`src/rtl/gf_pkg.sv`:
```
// Shared Galois-field decoder parameters and types for the Reed-Solomon stages.
// Also carries the Forney sequencer state encoding and its default settle latency.
package gf_pkg;

    localparam int SYMB_WIDTH = 8;
    localparam int T_LEN      = 4;
    localparam int ROOTS_NUM  = 8;

    localparam int unsigned FORNEY_DP_LATENCY = 2;

    typedef enum logic [1:0] {
        IDLE = 2'd0,
        WAIT = 2'd1,
        EMIT = 2'd2,
        NONE = 2'd3
    } forney_ctrl_state_t;

endpackage

```
`src/rtl/lib_mux_ffs.sv`:
```
// Find-first-set multiplexer: picks the first set request at or above the one-hot
// base position (wrapping), returns it one-hot and muxes out its data word.
module lib_mux_ffs #(
    parameter int N = 4,
    parameter int W = 8
) (
    input  logic [N-1:0]        base,
    input  logic [N-1:0]        req,
    input  logic [N-1:0][W-1:0] data,
    output logic [N-1:0]        sel_ffs,
    output logic [W-1:0]        dout
);

    logic [2*N-1:0] req2;
    logic [2*N-1:0] grant2;

    // Doubling the request vector lets a single subtraction handle the wrap-around.
    assign req2    = {req, req};
    assign grant2  = req2 & ~(req2 - {{N{1'b0}}, base});
    assign sel_ffs = grant2[N-1:0] | grant2[2*N-1:N];

    always_comb begin
        dout = '0;
        for (int i = 0; i < N; i++) begin
            if (sel_ffs[i]) dout = dout | data[i];
        end
    end

endmodule

```
`src/rtl/rs_forney_ctrl.sv`:
```
// Forney-stage sequencer: latches one decode job, holds it on the datapath for a
// fixed settle latency, captures magnitudes and streams out the valid corrections.
module rs_forney_ctrl
    import gf_pkg::*;
#(
    parameter int unsigned DP_LATENCY = FORNEY_DP_LATENCY
) (
    input  logic                                  aclk,
    input  logic                                  areset,
    input  logic                                  s_vld,
    output logic                                  s_rdy,
    input  logic [T_LEN-1:0][SYMB_WIDTH-1:0]      s_err_pos,
    input  logic [T_LEN-1:0]                      s_err_pos_vld,
    input  logic [ROOTS_NUM-1:0][SYMB_WIDTH-1:0]  s_synd,
    input  logic                                  s_fail,
    output logic [T_LEN-1:0][SYMB_WIDTH-1:0]      dp_err_pos,
    output logic [T_LEN-1:0]                      dp_err_pos_vld,
    output logic [ROOTS_NUM-1:0][SYMB_WIDTH-1:0]  dp_synd,
    output logic                                  dp_start,
    input  logic [T_LEN-1:0][SYMB_WIDTH-1:0]      dp_mag,
    output logic                                  m_vld,
    input  logic                                  m_rdy,
    output logic [SYMB_WIDTH-1:0]                 m_pos,
    output logic [SYMB_WIDTH-1:0]                 m_mag,
    output logic                                  m_last,
    output logic                                  m_none,
    output logic                                  m_fail,
    output logic                                  busy,
    output forney_ctrl_state_t                    fsm_state
);

    // Both streams use valid/ready: a beat transfers on the rising edge where
    // valid and ready are both high; a raised valid holds its payload until then.

    localparam logic [3:0] WAIT_INIT = 4'(DP_LATENCY - 1);
    localparam logic [T_LEN-1:0] ONE_MASK = {{(T_LEN-1){1'b0}}, 1'b1};

    forney_ctrl_state_t state_q, state_d;

    logic [3:0]                               wait_cnt_q;
    logic [T_LEN-1:0][SYMB_WIDTH-1:0]         pos_q;
    logic [T_LEN-1:0][SYMB_WIDTH-1:0]         mag_q;
    logic [T_LEN-1:0]                         mask_q;
    logic [T_LEN-1:0]                         rem_mask_q;
    logic [ROOTS_NUM-1:0][SYMB_WIDTH-1:0]     synd_q;
    logic                                     fail_q;
    logic                                     dp_start_q;

    logic [T_LEN-1:0][2*SYMB_WIDTH-1:0]       mux_data;
    logic [T_LEN-1:0]                         sel;
    logic [2*SYMB_WIDTH-1:0]                  mux_out;
    logic                                     single_left;

    always_comb begin
        for (int i = 0; i < T_LEN; i++) mux_data[i] = {mag_q[i], pos_q[i]};
    end

    lib_mux_ffs #(
        .N (T_LEN),
        .W (2 * SYMB_WIDTH)
    ) u_sel (
        .base    (ONE_MASK),
        .req     (rem_mask_q),
        .data    (mux_data),
        .sel_ffs (sel),
        .dout    (mux_out)
    );

    assign single_left = (rem_mask_q != '0) && ((rem_mask_q & (rem_mask_q - ONE_MASK)) == '0);

    always_ff @(posedge aclk or posedge areset) begin
        if (areset) state_q <= IDLE;
        else        state_q <= state_d;
    end

    always_comb begin
        state_d = state_q;
        s_rdy   = 1'b0;
        m_vld   = 1'b0;
        m_last  = 1'b0;
        m_none  = 1'b0;
        m_pos   = '0;
        m_mag   = '0;
        case (state_q)
            IDLE: begin
                s_rdy = 1'b1;
                if (s_vld) state_d = WAIT;
            end
            WAIT: begin
                if (wait_cnt_q == 4'd0) state_d = ((mask_q != '0) && !fail_q) ? EMIT : NONE;
            end
            EMIT: begin
                m_vld  = 1'b1;
                m_pos  = mux_out[SYMB_WIDTH-1:0];
                m_mag  = mux_out[2*SYMB_WIDTH-1:SYMB_WIDTH];
                m_last = single_left;
                if (m_rdy && single_left) state_d = IDLE;
            end
            NONE: begin
                m_vld  = 1'b1;
                m_none = 1'b1;
                m_last = 1'b1;
                if (m_rdy) state_d = IDLE;
            end
            default: state_d = IDLE;
        endcase
    end

    always_ff @(posedge aclk or posedge areset) begin
        if (areset) begin
            wait_cnt_q <= '0;
            pos_q      <= '0;
            mag_q      <= '0;
            mask_q     <= '0;
            rem_mask_q <= '0;
            synd_q     <= '0;
            fail_q     <= 1'b0;
            dp_start_q <= 1'b0;
        end else begin
            dp_start_q <= 1'b0;
            if (state_q == IDLE && s_vld) begin
                pos_q      <= s_err_pos;
                mask_q     <= s_err_pos_vld;
                synd_q     <= s_synd;
                fail_q     <= s_fail;
                wait_cnt_q <= WAIT_INIT;
                dp_start_q <= 1'b1;
            end
            if (state_q == WAIT) begin
                if (wait_cnt_q == 4'd0) begin
                    mag_q      <= dp_mag;
                    rem_mask_q <= mask_q;
                end else begin
                    wait_cnt_q <= wait_cnt_q - 4'd1;
                end
            end
            if (state_q == EMIT && m_rdy) rem_mask_q <= rem_mask_q & ~sel;
        end
    end

    assign dp_err_pos     = pos_q;
    assign dp_err_pos_vld = mask_q;
    assign dp_synd        = synd_q;
    assign dp_start       = dp_start_q;
    assign m_fail         = m_vld & fail_q;
    assign busy           = (state_q != IDLE);
    assign fsm_state      = state_q;

endmodule

```
`config.mk`:
```
export PLATFORM = sky130hd
export DESIGN_NAME = rs_forney_ctrl
export DESIGN_NICKNAME = d
export VERILOG_FILES = /design/src/rtl/gf_pkg.sv /design/src/rtl/lib_mux_ffs.sv /design/src/rtl/rs_forney_ctrl.sv
export SDC_FILE = /design/constraint.sdc
export NUM_CORES = 1
export LEC_CHECK = 0
export BUFFER_PORTS_ARGS = -buffer_cell sky130_fd_sc_hd__buf_2
export CORE_MARGIN = 4
export CORE_UTILIZATION = 45
export DETAILED_ROUTE_END_ITERATION = 12
export PLACE_DENSITY = 0.87
export SLEW_MARGIN = 20
export SYNTH_ARGS = -nofsm -noshare
export SYNTH_HDL_FRONTEND = slang
export SYNTH_SLANG_ARGS = --single-unit
```
`constraint.sdc`:
```
create_clock -name aclk -period 11.29 [get_ports aclk]
set_input_delay 2.258 -clock aclk [delete_from_list [all_inputs] [get_ports aclk]]
set_output_delay 2.258 -clock aclk [all_outputs]
set_load 0.02 [all_outputs]
```
# ---- Yosys cells after proc, flatten, opt, wreduce, memory -nomap -nowiden
# Index checks and enable logic that the tools add are counted.
# Widths: inputs -> output; s select.
dict set report word_totals {
  elab_cells 83
  input_bits 137
  rom_bits 0
  mem_count 0
  output_inout_bits 125
  mem_bits_rw 0
  latchBits 0
  reg_bits 144
}
dict set report op_classes {
  order_cmp 0
  bitwise_logic 10
  n_reduce_logical 18
  div 0
  muxes 23
  shift 0
  addsub 3
  eq_ne 7
  multipliers 0
}
# cell n
set op_table {}
lappend op_table {{$mux 16} 4}
lappend op_table {{$or 16x16->16} 3}
lappend op_table {{$mux 4} 6}
lappend op_table {{$mux 8} 2}
lappend op_table {{$and 4x4->4} 2}
lappend op_table {{$and 8x8->8} 1}
lappend op_table {{$logic_not 4->1} 2}
lappend op_table {{$mux 2} 4}
lappend op_table {{$ne 2x2->1 const B} 4}
lappend op_table {{$not 8->8} 1}
lappend op_table {{$pmux 2 s4} 1}
lappend op_table {{$reduce_bool 4->1} 2}
lappend op_table {{$sub 4x1->4 const B} 2}
lappend op_table {{$sub 8x1->8 const B} 1}
lappend op_table {{$reduce_bool 2->1} 3}
lappend op_table {{$logic_and 1x1->1} 5}
lappend op_table {{$mux 1} 5}
lappend op_table {{$eq 2x2->1 const B} 2}
lappend op_table {{$not 4->4} 1}
lappend op_table {{$or 4x4->4} 1}
lappend op_table {{$reduce_and 2->1} 2}
lappend op_table {{$reduce_and 4->1} 1}
lappend op_table {{$eq 2x1->1 const B} 1}
lappend op_table {{$logic_not 2->1} 1}
lappend op_table {{other kinds (4)} 4}

# ---- Logic depth before layout (Yosys ltp)
# Gate-level depths: netlist of run 1.
dict set report depth {
  depth_word 12
  ltp_mapped 6
  ltp_nobuf 5
}

# ---- Hierarchy
# From an unflattened synthesis of run 1, not the netlist that was laid out.
dict set report unflattened {
  cells_unflattened 431
  hier_area_um2 6292.3
}
# mod seq_area_each_um2 area_per_inst_um2 cells_per_inst n_inst
set by_module_without_submodules {}
lappend by_module_without_submodules {rs_forney_ctrl 3603.5 5718.0 365 1}
lappend by_module_without_submodules {lib_mux_ffs 0.0 574.3 66 1}

# ---- Worst setup path after synthesis of run 1
# No wires, ideal clock.
dict set report synth_timing {
  path_kind {reg-to-output}
  startpoint {register rem_mask_q[2]}
  endpoint {output port m_mag[5]}
  path_slack_ns 7.496
  t_arrival_ns 1.536
  required_ns 9.032
  path_stages_with_launch 5
  path_buffers 1
  cell_sequence {dfrtp_1 nor4b_4 buf_2 a22oi_1 a21oi_1}
}
dict set report synth_via {
  elab_chain_cells 12
}
# element line_no
set synth_lines {}
lappend synth_lines {{from (decl)} rs_forney_ctrl.sv:44} ;# logic [T_LEN-1:0] rem_mask_q;
lappend synth_lines {{from (signal assigned)} rs_forney_ctrl.sv:132} ;# rem_mask_q <= mask_q;
lappend synth_lines {{from (signal assigned)} rs_forney_ctrl.sv:137} ;# if (state_q == EMIT && m_rdy) rem_mask_q <= rem_mask_q & ~sel;
lappend synth_lines {{$sub 8x1->8} lib_mux_ffs.sv:19} ;# assign grant2 = req2 & ~(req2 - {{N{1'b0}}, base});
lappend synth_lines {{$not 8->8} lib_mux_ffs.sv:19}
lappend synth_lines {{$and 8x8->8 (*)} lib_mux_ffs.sv:19}
lappend synth_lines {{$or 4x4->4 (*)} lib_mux_ffs.sv:20} ;# assign sel_ffs = grant2[N-1:0] | grant2[2*N-1:N];
lappend synth_lines {{$mux 16} lib_mux_ffs.sv:25} ;# if (sel_ffs[i]) dout = dout | data[i];
lappend synth_lines {{$or 16x16->16} lib_mux_ffs.sv:25}
lappend synth_lines {{$mux 16} lib_mux_ffs.sv:25}
lappend synth_lines {{$or 16x16->16} lib_mux_ffs.sv:25}
lappend synth_lines {{$mux 16} lib_mux_ffs.sv:25}
lappend synth_lines {{$or 16x16->16} lib_mux_ffs.sv:25}
lappend synth_lines {{$mux 16 (*)} lib_mux_ffs.sv:25}
lappend synth_lines {{$mux 8 (*)} rs_forney_ctrl.sv:84} ;# case (state_q)
lappend synth_lines {{to (decl)} rs_forney_ctrl.sv:24} ;# output logic [SYMB_WIDTH-1:0] m_mag,
# Every way passes the cells marked *; elsewhere a longest branch is shown, timed or not.

# ---- Final worst setup path of run 1
dict set report layout_timing {
  startpoint {register rem_mask_q[2]}
  endpoint {output port m_mag[6]}
}
# The elaborated chain is that of the path after synthesis.

==> results of run 1 <==
==> kinds of logic (layout without fill, tap and decap cells) <==
group / Yosys count / count (layout) / share of synthesized area [%]
AO/OA/AOI/OAI: 67 / 67 / 7.12
XOR/XNOR: 2 / 2 / 0.278
adder cells (fa/ha/maj): 1 / 1 / 0.198
buffers and inverters: 35 / 301 / 3.33
flip-flops: 144 / 144 / 57.1
multiplexers: 133 / 133 / 25.4
other: 0 / 1 / 0
AND/OR/NAND/NOR: 64 / 64 / 6.59
==> state kept, by name, indices dropped and copies added, names as in the netlist <==
signal	flops
dp_err_pos_vld	4
fail_q	1
wait_cnt_q	4
dp_synd	64
rem_mask_q	4
fsm_state	2
dp_err_pos	32
mag_q	32
dp_start	1
==> final cells by class <==
cell class | count | area [sq um] | share of cell area [%]
diodes | 1 | 2.50 | 0.0302
well taps | 176 | 220 | 2.65
flip-flops and latches | 144 | 3600 | 43.4
clock inverters | 12 | 158 | 1.90
multi-input cells | 267 | 2500 | 30.1
inverters | 5 | 23.8 | 0.286
repair buffers | 265 | 1340 | 16.1
clock buffers | 19 | 453 | 5.46
==> layout by cell type, fill, tap and decap left out, drive strengths merged, types with 2 or more instances in the layout <==
cell,netlist,routed
a22oi,16,16
buf,22,265
nor3b,2,2
inv,5,8
dfrtp,144,144
nor2b,4,4
nand2,21,21
nand3b,17,17
a21oi,20,20
a211oi,2,2
a21o,16,16
clkinv,0,3
nor3,2,2
and2,2,2
bufinv,0,3
o31ai,2,2
nand3,5,5
mux2,133,133
nand2b,2,2
nor2,2,2
clkinvlp,0,3
clkbuf,8,19
o21ai,3,3
==> per-layer routing <==
layer  vias up  part of all wire, %  track usage (%)
met3        31                  9.1             6.43
met1      2242                   39             23.7
met4         0                  2.4             7.57
li1       2123                    -                -
met2       240                   49             32.2
met5         -                    0                0
==> worst max-delay path, cell delays in order, from the launching register on <==
cell and delay (ns):
sky130_fd_sc_hd__dfrtp_1 0.66, sky130_fd_sc_hd__nor4b_4 1.06, sky130_fd_sc_hd__a22oi_1 0.20, sky130_fd_sc_hd__a21oi_1 0.24, sky130_fd_sc_hd__buf_2 0.21
==> per-stage QoR <==
step | util (%) | area [sq um] | instances | power [W]
after floorplan | - | 6310 | 446 | 0.00174
after global routing | 61.4 | 8300 | 889 | 0.00280
after global placement | 56.9 | 7680 | 857 | 0.00206
after detailed placement | 56.9 | 7680 | 857 | 0.00209
after CTS | 61.4 | 8290 | 888 | 0.00268
final | 61.4 | 8300 | 889 | 0.00265
==> final timing paths <==
| check | start | end | slack, ns | cells past startpoint |
|---|---|---|---|---|
| hold / removal | dp_synd[18] | dp_synd[18] | 0.50 | 1 |
| hold reg to reg | dp_synd[18] | dp_synd[18] | 0.50 | 1 |
| setup reg to reg | fsm_state[1] | dp_synd[13] | 8.73 | 4 |
| setup / recovery | rem_mask_q[2] | m_mag[6] | 6.25 | 4 |
| min in group asynchronous | areset | dp_synd[45] | 2.04 | 2 |
| max in group asynchronous | areset | dp_err_pos[29] | 8.16 | 3 |
==> power groups by stage <==
stage                     clock network (W)  registers [W]  logic, W
after detailed placement                  0       0.000988   0.00111
final                              0.000571       0.000986   0.00109
after global placement                    0       0.000978   0.00108
after global routing               0.000610        0.00102   0.00117
after floorplan                           0        0.00115  0.000585
after CTS                          0.000584       0.000985   0.00111
==> key figures, run 1 <==
Status
  – Result of the run: finished clean

Place
  – Half-perimeter wire length after detailed placement: 11,600 um
  – Final weighted congestion in routability-driven placement: 0.895
  – # port buffers: 261
  – Post-placement worst setup slack: 6.55 ns

Floorplan
  – I/O pins: 262
  – Vert. Die Dim: 126 um
  – DIE AREA: 0.0160 sq mm
  – Initial Utilization: 46.7%
  – Std-Cell Core Area: 0.0135 sq mm
  – Horizontal die dimension: 126 um
  – Site Rows: 42

Routing
  – Initial DRC count: 252
  – Total wirelength of the detailed-routed design: 15,800 um
  – Total iterations of the first detailed-routing run: 4
  – Total number of vias: 4,636
  – Residual DRC: 0
  – Avg WL per Cell: 17.7 um
  – Routed Antenna Nets: 0
  – Vias per cell: 5.21

Critical path
  – Crit Path Max Fanout: 20
  – Arrival @ worst endpoint: 2.78 ns
  – Crit path capture type: output pin
  – Critical Path Start Type: register
  – WP data required: 9.03 ns
  – Critical path class: reg2out

GRT
  – Overall fraction of global-route tracks in use: 19.5%
  – Vias in the first global route: 4,794
  – Largest net degree at the start of global routing: 102
  – Number of antenna violations at the first check in global routing: 1
  – Wire length of the first global-routing pass: 24,600 um
  – Grt total ovfl: 0

Timing
  – Worst path setup slack after routing: 6.25 ns
  – Max-slew headroom at the worst pin: 27.5%
  – Slew at the pin closest to its max-slew limit: 1.08 ns
  – Sum of negative setup slack: 0 ns
  – Post-layout min period: 5.04 ns
  – Final Hold Violating Endpoints: 0
  – Final slew viol count: 0
  – Final-report setup violation count: 0
  – Unrepaired setup endpoints after global routing: no
  – Hold WS: 0.500 ns
  – Fmax: 199 MHz
  – Final period utilization: 44.6%
  – Fin Clk Skew: 0.00809 ns

Synth
  – Total of warnings raised by yosys: 0
  – Gate Count Post-Synth: 446
  – Leading cell types by count after synthesis: sky130_fd_sc_hd__dfrtp_1, sky130_fd_sc_hd__mux2_2, sky130_fd_sc_hd__mux2_4, sky130_fd_sc_hd__nand2_1, sky130_fd_sc_hd__a21oi_1
  – Proportion of synthesized chip area in sequential cells: 57.1%
  – Net count after synthesis: 584
  – Most frequent cell after synthesis: sky130_fd_sc_hd__dfrtp_1
  – Largest cells by area after synthesis: sky130_fd_sc_hd__dfrtp_1, sky130_fd_sc_hd__mux2_2, sky130_fd_sc_hd__mux2_4
  – Flip-flop cell with the highest count after synthesis: sky130_fd_sc_hd__dfrtp_1
  – Number of synthesized flops with an enable pin: 0
  – Fraction of synthesized cell area taken by the top area cell type: 57.1%
  – Area of the mapped netlist: 0.00631 sq mm
  – Unique cell type count in the Yosys netlist: 44
  – #FFs+latches synth: 144
  – Most area-hungry cell type in the Yosys netlist: sky130_fd_sc_hd__dfrtp_1
  – Async SR Flop Fraction: 100%
  – Synthesized area divided by synthesized cell count: 14.1 sq um

Hold path
  – HP Class: reg2reg

Cells and area
  – Relative area change from synthesis to final layout: 31.6%
  – Number of filler cells placed in the layout: 1,050
  – Share of layout cells above drive strength 1: 61.5%
  – Number of nets in the final layout: 838

Clocking
  – Skew-Pair Late Insertion Delay: 0.41 ns
  – Cell chosen for the clock root: sky130_fd_sc_hd__clkbuf_16
  – TritonCTS clock tree: done
  – Buffers inserted by post-CTS timing repair: 0
  – Count of H-tree levels built during CTS: 4
  – Hold-fix buffers, CTS: 0
  – Number of gates resized after CTS: 0
  – Maximum buffer depth of the clock tree: 2
  – Number of buffers created by CTS: 17
  – Clock edge transition at the registers on the reported setup and hold paths: 0.06 ns
  – Count of clock tree sinks: 144

Power and ir drop
  – Switching Share: 37.7%
  – Power share of the clock group: 21.5%
  – Power density normalized to cell area: 319 mW/mm^2
  – Power share of the combinational group: 41.3%
  – P_sw: 0.000998 W
  – Sequential fraction of design power: 37.2%
  – Internal Pwr Total: 0.00165 W
  – Highest ir drop seen on vdd: 0.000174 V
  – Leakage power figure: 3.99 nW

Job
  – Max-Cap Viols: 0
Note: power is estimated with default switching activity, not from simulation.
==> run 2, diff against run 1 <==
- CORE_UTILIZATION: 45 -> 44
- PLACE_DENSITY: 0.87 -> 0.88
- clock period: 11.29 -> 4.4 ns (I/O delays scaled with it)
==> key figures, run 2 (synthesis gave the netlist of run 1 again) <==
Routing
  – Total number of vias: 4,634 (was 4,636)
  – Initial DRC count: 224 (was 252)
  – Total wirelength of the detailed-routed design: 16,500 um (was 15,800 um)
  – Routed Antenna Nets: 0 (unchanged)
  – Total iterations of the first detailed-routing run: 7 (was 4)
  – Vias per cell: 5.18 (was 5.21)
  – Avg WL per Cell: 18.4 um (was 17.7 um)
  – Residual DRC: 0 (unchanged)

Cells and area
  – Register area: 0.00360 sq mm (about the same)
  – Number of filler cells placed in the layout: 1,106 (was 1,050)
  – Final non-filler cell total: 895 (was 889)
  – Relative area change from synthesis to final layout: 31.1% (was 31.6%)
  – Commonest non-fill, non-tap cells in the layout: sky130_fd_sc_hd__buf_2, sky130_fd_sc_hd__dfrtp_1, sky130_fd_sc_hd__mux2_2, sky130_fd_sc_hd__mux2_4, sky130_fd_sc_hd__nand2_1 (unchanged)
  – Total non-filler cell area in the finished layout: 0.00827 sq mm (was 0.00830 sq mm)
  – Share of layout cells above drive strength 1: 61.3% (was 61.5%)
  – Multi-input logic area: 0.00250 sq mm (unchanged)
  – Most common library cell in the layout ignoring fill and taps: sky130_fd_sc_hd__buf_2 (unchanged)
  – Number of nets in the final layout: 839 (was 838)
  – Max reg flops: 64 (unchanged)

Critical path
  – WP data required: 3.52 ns (was 9.03 ns)
  – Startpoint of the worst-slack reg-to-reg timing path: wait_cnt_q[0] (was fsm_state[1])
  – End of the critical path: m_pos[0] (was m_mag[6])
  – Arrival @ worst endpoint: 2.75 ns (was 2.78 ns)
  – Worst reg-to-reg path cell count: 5 (was 4)
  – Critical path class: reg2out (unchanged)
  – R2R Setup Slk: 2.14 ns (was 8.73 ns)
  – Crit path capture type: output pin (unchanged)
  – Critical Path Start Type: register (unchanged)
  – Worst R2R End: mag_q[7] (was dp_synd[13])
  – Crit Path Max Fanout: 20 (unchanged)
  – Crit path from: rem_mask_q[2] (unchanged)

Timing
  – Fmax: 275 MHz
  – Hold WS: 0.499 ns (was 0.500 ns)
  – Final period utilization: 82.5%
  – Fin Clk Skew: 0.00907 ns (was 0.00809 ns)
  – Max-slew headroom at the worst pin: 26.5% (was 27.5%)
  – Final Hold Violating Endpoints: 0 (unchanged)
  – Final slew viol count: 0 (unchanged)
  – Unrepaired setup endpoints after global routing: no (unchanged)
  – Slew at the pin closest to its max-slew limit: 1.10 ns (was 1.08 ns)
  – Sum of negative setup slack: 0 ns (unchanged)
  – Post-layout min period: 3.63 ns
  – Final-report setup violation count: 0 (unchanged)

Power and ir drop
  – Leakage power figure: 3.98 nW (was 3.99 nW)
  – Highest ir drop seen on vdd: 0.000570 V (was 0.000174 V)
  – Power density normalized to cell area: 811 mW/mm^2 (was 319 mW/mm^2)

GRT
  – Grt total ovfl: 0 (unchanged)
  – Wire length of the first global-routing pass: 25,400 um (was 24,600 um)
  – Largest net degree at the start of global routing: 105 (was 102)
  – Overall fraction of global-route tracks in use: 20.1% (was 19.5%)
  – Number of antenna violations at the first check in global routing: 1 (unchanged)
  – Vias in the first global route: 4,790 (was 4,794)

Place
  – # port buffers: 261 (unchanged)
  – Final weighted congestion in routability-driven placement: 0.865 (was 0.895)
  – Instance area after placement: 0.00772 sq mm (was 0.00768 sq mm)
  – Number of placed instances with taps included: 862 (was 857)
  – Half-perimeter wire length after detailed placement: 12,200 um (was 11,600 um)

Floorplan
  – Initial Utilization: 45.3% (was 46.7%)
  – I/O pins: 262 (unchanged)
  – Site Rows: 43 (was 42)
  – Std-Cell Core Area: 0.0139 sq mm (was 0.0135 sq mm)
  – DIE AREA: 0.0163 sq mm (was 0.0160 sq mm)
  – Vert. Die Dim: 128 um (was 126 um)
  – Horizontal die dimension: 128 um (was 126 um)

Hold path
  – HP Class: reg2reg (unchanged)

Clocking
  – Count of clock tree sinks: 144 (unchanged)
  – Maximum buffer depth of the clock tree: 2 (unchanged)
  – Number of buffers created by CTS: 17 (unchanged)
  – Buffers inserted by post-CTS timing repair: 0 (unchanged)
  – TritonCTS clock tree: done (unchanged)
  – Cell chosen for the clock root: sky130_fd_sc_hd__clkbuf_16 (unchanged)
  – Skew-Pair Late Insertion Delay: 0.42 ns (was 0.41 ns)
  – Hold-fix buffers, CTS: 0 (unchanged)
  – Number of gates resized after CTS: 0 (unchanged)
  – Clock edge transition at the registers on the reported setup and hold paths: 0.06 ns (about the same)
  – Count of H-tree levels built during CTS: 4 (unchanged)

Job
  – Max-Cap Viols: 0 (unchanged)

Status
  – Result of the run: finished clean (unchanged)
## run 2: cell type report
class / count / area share, %
clock inverters: 11 / 0.953
diodes: 1 / 0.0303
inverters: 5 / 0.272
clock buffers: 21 / 5.69
well taps: 180 / 2.72
multi-input cells: 267 / 30.2
repair buffers: 266 / 16.5
flip-flops and latches: 144 / 43.6
## run 2: report_power, final
group	leakage, nW	internal (W)	switching [W]
combinational	1.99	0.00133	0.00154
sequential	1.72	0.00200	0.000525
clock	0.270	0.000768	0.000555
total	3.98	0.00409	0.00262
## run 2: per-stage QoR
stage	setup slack, ns	power [W]	utilization [%]
4_1_cts	0.774	0.00677	59.3
2_1_floorplan	1.71	0.00446	-
5_1_grt	0.588	0.00710	59.4
6_report	0.768	0.00671	59.4
3_3_place_gp	1.35	0.00532	55.4
3_5_place_dp	1.23	0.00542	55.4
## run 2: per-layer routing
layer  vias up  global-route usage (%)  part of all wire [%]
li1       2129                       -                     -
met1      2241                    25.4                    40
met2       231                    32.4                    49
met3        33                    5.71                   7.9
met4         0                    8.68                   2.9
met5         -                       0                     0
## run 2: worst min path at each step
stage                       start             to  slack, ns  cells after the start
floorplan           wait_cnt_q[0]  wait_cnt_q[0]       0.47                      1
global placement      dp_synd[37]    dp_synd[37]       0.48                      1
detailed placement    dp_synd[31]    dp_synd[31]       0.49                      1
CTS                   dp_synd[57]    dp_synd[57]       0.50                      1
global route          dp_synd[49]    dp_synd[49]       0.52                      1
finish                dp_synd[22]    dp_synd[22]       0.50                      1
## run 2: worst max-delay path, stage by stage (launching register included)
cell and delay, ns:
sky130_fd_sc_hd__dfrtp_1 0.64, sky130_fd_sc_hd__nor4b_4 1.07, sky130_fd_sc_hd__a22oi_1 0.21, sky130_fd_sc_hd__a21oi_1 0.22, sky130_fd_sc_hd__buf_2 0.21
==> run 3, diff against run 2 <==
- clock period: 4.4 -> 3.1 ns (I/O delays scaled with it)
==> key figures, run 3 (synthesis gave the netlist of run 1 again) <==
Status
  – Result of the run: finished clean (unchanged)

Critical path
  – Crit Path Max Fanout: 17 (was 20)
  – Critical-path cell with the highest stage delay: sky130_fd_sc_hd__dfrtp_1 (was sky130_fd_sc_hd__nor4b_4)
  – Cells along the critical path: nand2b_1 > a21oi_1 > buf_2 (was nor4b_4 > a22oi_1 > a21oi_1 > buf_2)
  – Arrival @ worst endpoint: 2.09 ns (was 2.75 ns)
  – Critical path class: reg2out (unchanged)
  – Critical Path Start Type: register (unchanged)
  – WP data required: 2.48 ns (was 3.52 ns)
  – Crit path capture type: output pin (unchanged)
  – CP max stage delay: 0.63 ns (was 1.07 ns)

Routing
  – Vias per cell: 5.13 (was 5.18)
  – Total number of vias: 4,616 (was 4,634)
  – Routed Antenna Nets: 0 (unchanged)
  – Avg WL per Cell: 18.3 um (was 18.4 um)
  – Total iterations of the first detailed-routing run: 4 (was 7)
  – Total wirelength of the detailed-routed design: 16,500 um (about the same)
  – Initial DRC count: 218 (was 224)
  – Residual DRC: 0 (unchanged)

Timing
  – Fmax: 369 MHz
  – Final-report setup violation count: 0 (unchanged)
  – Max-slew headroom at the worst pin: 38.2% (was 26.5%)
  – Slew at the pin closest to its max-slew limit: 0.925 ns (was 1.10 ns)
  – Fin Clk Skew: 0.00882 ns (was 0.00907 ns)
  – Sum of negative setup slack: 0 ns (unchanged)
  – Final Hold Violating Endpoints: 0 (unchanged)
  – Final period utilization: 87.5%
  – Post-layout min period: 2.71 ns
  – Unrepaired setup endpoints after global routing: no (unchanged)
  – Final slew viol count: 0 (unchanged)

Cells and area
  – Register area: 0.00360 sq mm (unchanged)
  – Commonest non-fill, non-tap cells in the layout: sky130_fd_sc_hd__buf_2, sky130_fd_sc_hd__dfrtp_1, sky130_fd_sc_hd__mux2_2, sky130_fd_sc_hd__mux2_4, sky130_fd_sc_hd__nand2_1 (unchanged)
  – Relative area change from synthesis to final layout: 32.4% (was 31.1%)
  – Number of nets in the final layout: 844 (was 839)
  – Multi-input logic area: 0.00250 sq mm (unchanged)
  – Share of layout cells above drive strength 1: 61.2% (was 61.3%)
  – Max reg flops: 64 (unchanged)
  – Number of filler cells placed in the layout: 1,114 (was 1,106)
  – Most common library cell in the layout ignoring fill and taps: sky130_fd_sc_hd__buf_2 (unchanged)
  – Final non-filler cell total: 900 (was 895)
  – Core Util, Final: 59.9% (was 59.4%)

Floorplan
  – DIE AREA: 0.0163 sq mm (unchanged)
  – I/O pins: 262 (unchanged)
  – Site Rows: 43 (unchanged)
  – Horizontal die dimension: 128 um (unchanged)
  – Std-Cell Core Area: 0.0139 sq mm (unchanged)
  – Vert. Die Dim: 128 um (unchanged)
  – Initial Utilization: 45.3% (unchanged)

GRT
  – Grt total ovfl: 0 (unchanged)
  – Vias in the first global route: 4,909 (was 4,790)
  – Wire length of the first global-routing pass: 25,800 um (was 25,400 um)
  – Overall fraction of global-route tracks in use: 20.4% (was 20.1%)
  – Largest net degree at the start of global routing: 105 (unchanged)
  – Number of antenna violations at the first check in global routing: 2 (was 1)

Power and ir drop
  – Power share of the clock group: 20.5% (was 19.7%)
  – P_sw: 0.00367 W (was 0.00262 W)
  – Switching Share: 38.1% (was 39.0%)
  – Sequential fraction of design power: 36.6% (was 37.6%)
  – Highest ir drop seen on vdd: 0.000628 V (was 0.000570 V)
  – Power share of the combinational group: 42.9% (was 42.7%)
  – Leakage power figure: 4.02 nW (was 3.98 nW)
  – Power density normalized to cell area: 1160 mW/mm^2 (was 811 mW/mm^2)
  – Internal Pwr Total: 0.00598 W (was 0.00409 W)

Clocking
  – Count of clock tree sinks: 144 (unchanged)
  – TritonCTS clock tree: done (unchanged)
  – Cell chosen for the clock root: sky130_fd_sc_hd__clkbuf_16 (unchanged)
  – Count of H-tree levels built during CTS: 4 (unchanged)
  – Clock edge transition at the registers on the reported setup and hold paths: 0.06 ns (about the same)
  – Hold-fix buffers, CTS: 0 (unchanged)
  – Skew-Pair Late Insertion Delay: 0.42 ns (about the same)
  – Buffers inserted by post-CTS timing repair: 0 (unchanged)
  – Number of gates resized after CTS: 0 (unchanged)
  – Number of buffers created by CTS: 17 (unchanged)
  – Maximum buffer depth of the clock tree: 2 (unchanged)

Place
  – Number of placed instances with taps included: 867 (was 862)
  – Final weighted congestion in routability-driven placement: 0.853 (was 0.865)
  – # port buffers: 261 (unchanged)
  – Half-perimeter wire length after detailed placement: 12,100 um (was 12,200 um)

Hold path
  – HP Class: in2async (was reg2reg)

Job
  – Max-Cap Viols: 0 (unchanged)
run 3: path summary, 6_finish.rpt:
path | start | endpoint | slack, ns | cells past startpoint
max reg2reg | wait_cnt_q[0] | mag_q[28] | 0.77 | 6
min in group aclk | s_synd[51] | dp_synd[51] | 0.43 | 2
min reg2reg | dp_synd[7] | dp_synd[7] | 0.50 | 1
max in group asynchronous | areset | dp_synd[27] | 1.93 | 3
min | areset | dp_synd[44] | 0.40 | 2
max | fsm_state[1] | m_pos[5] | 0.39 | 3
run 3: routing by layer:
layer	part of all wire, %	track usage (%)	up-vias
met1	40	25.4	2240
met2	49	33.1	196
li1	-	-	2134
met3	7.0	5.00	44
met5	0.079	0	-
met4	3.3	10.4	2
run 3: final cells by class:
type	count	area share [%]
well taps	180	2.70
repair buffers	271	17.0
clock buffers	23	5.61
multi-input cells	267	29.9
flip-flops and latches	144	43.2
diodes	1	0.0300
clock inverters	9	1.29
inverters	5	0.270
run 3: power groups by stage:
stage | Combinational, W | Clock (W) | Sequential (W)
floorplan | 0.00213 | 0 | 0.00420
global placement | 0.00407 | 0 | 0.00350
detailed placement | 0.00419 | 0 | 0.00354
CTS | 0.00420 | 0.00202 | 0.00353
global route | 0.00446 | 0.00211 | 0.00366
finish | 0.00414 | 0.00198 | 0.00353
run 3: worst max-delay path, delay by kind of cell, from the launching register on:
| family | cells | cell delay (ns) |
|---|---|---|
| AOI/OAI and AO/OA | 1 | 0.32 |
| buffers and inverters | 1 | 0.21 |
| DFF | 1 | 0.63 |
| and+or+nand+nor | 1 | 0.52 |
run 3: through the flow:
| stage | hold slack, ns | total power, W | setup WS, ns | cell area, sq um |
|---|---|---|---|---|
| 2_1_floorplan | 0.468 | 0.00633 | 0.675 | 6310 |
| 3_3_place_gp | 0.483 | 0.00757 | 0.863 | 7770 |
| 3_5_place_dp | 0.490 | 0.00773 | 0.786 | 7770 |
| 4_1_cts | 0.409 | 0.00975 | 0.350 | 8350 |
| 5_1_grt | 0.417 | 0.0102 | 0.218 | 8350 |
| 6_report | 0.395 | 0.00965 | 0.388 | 8350 |
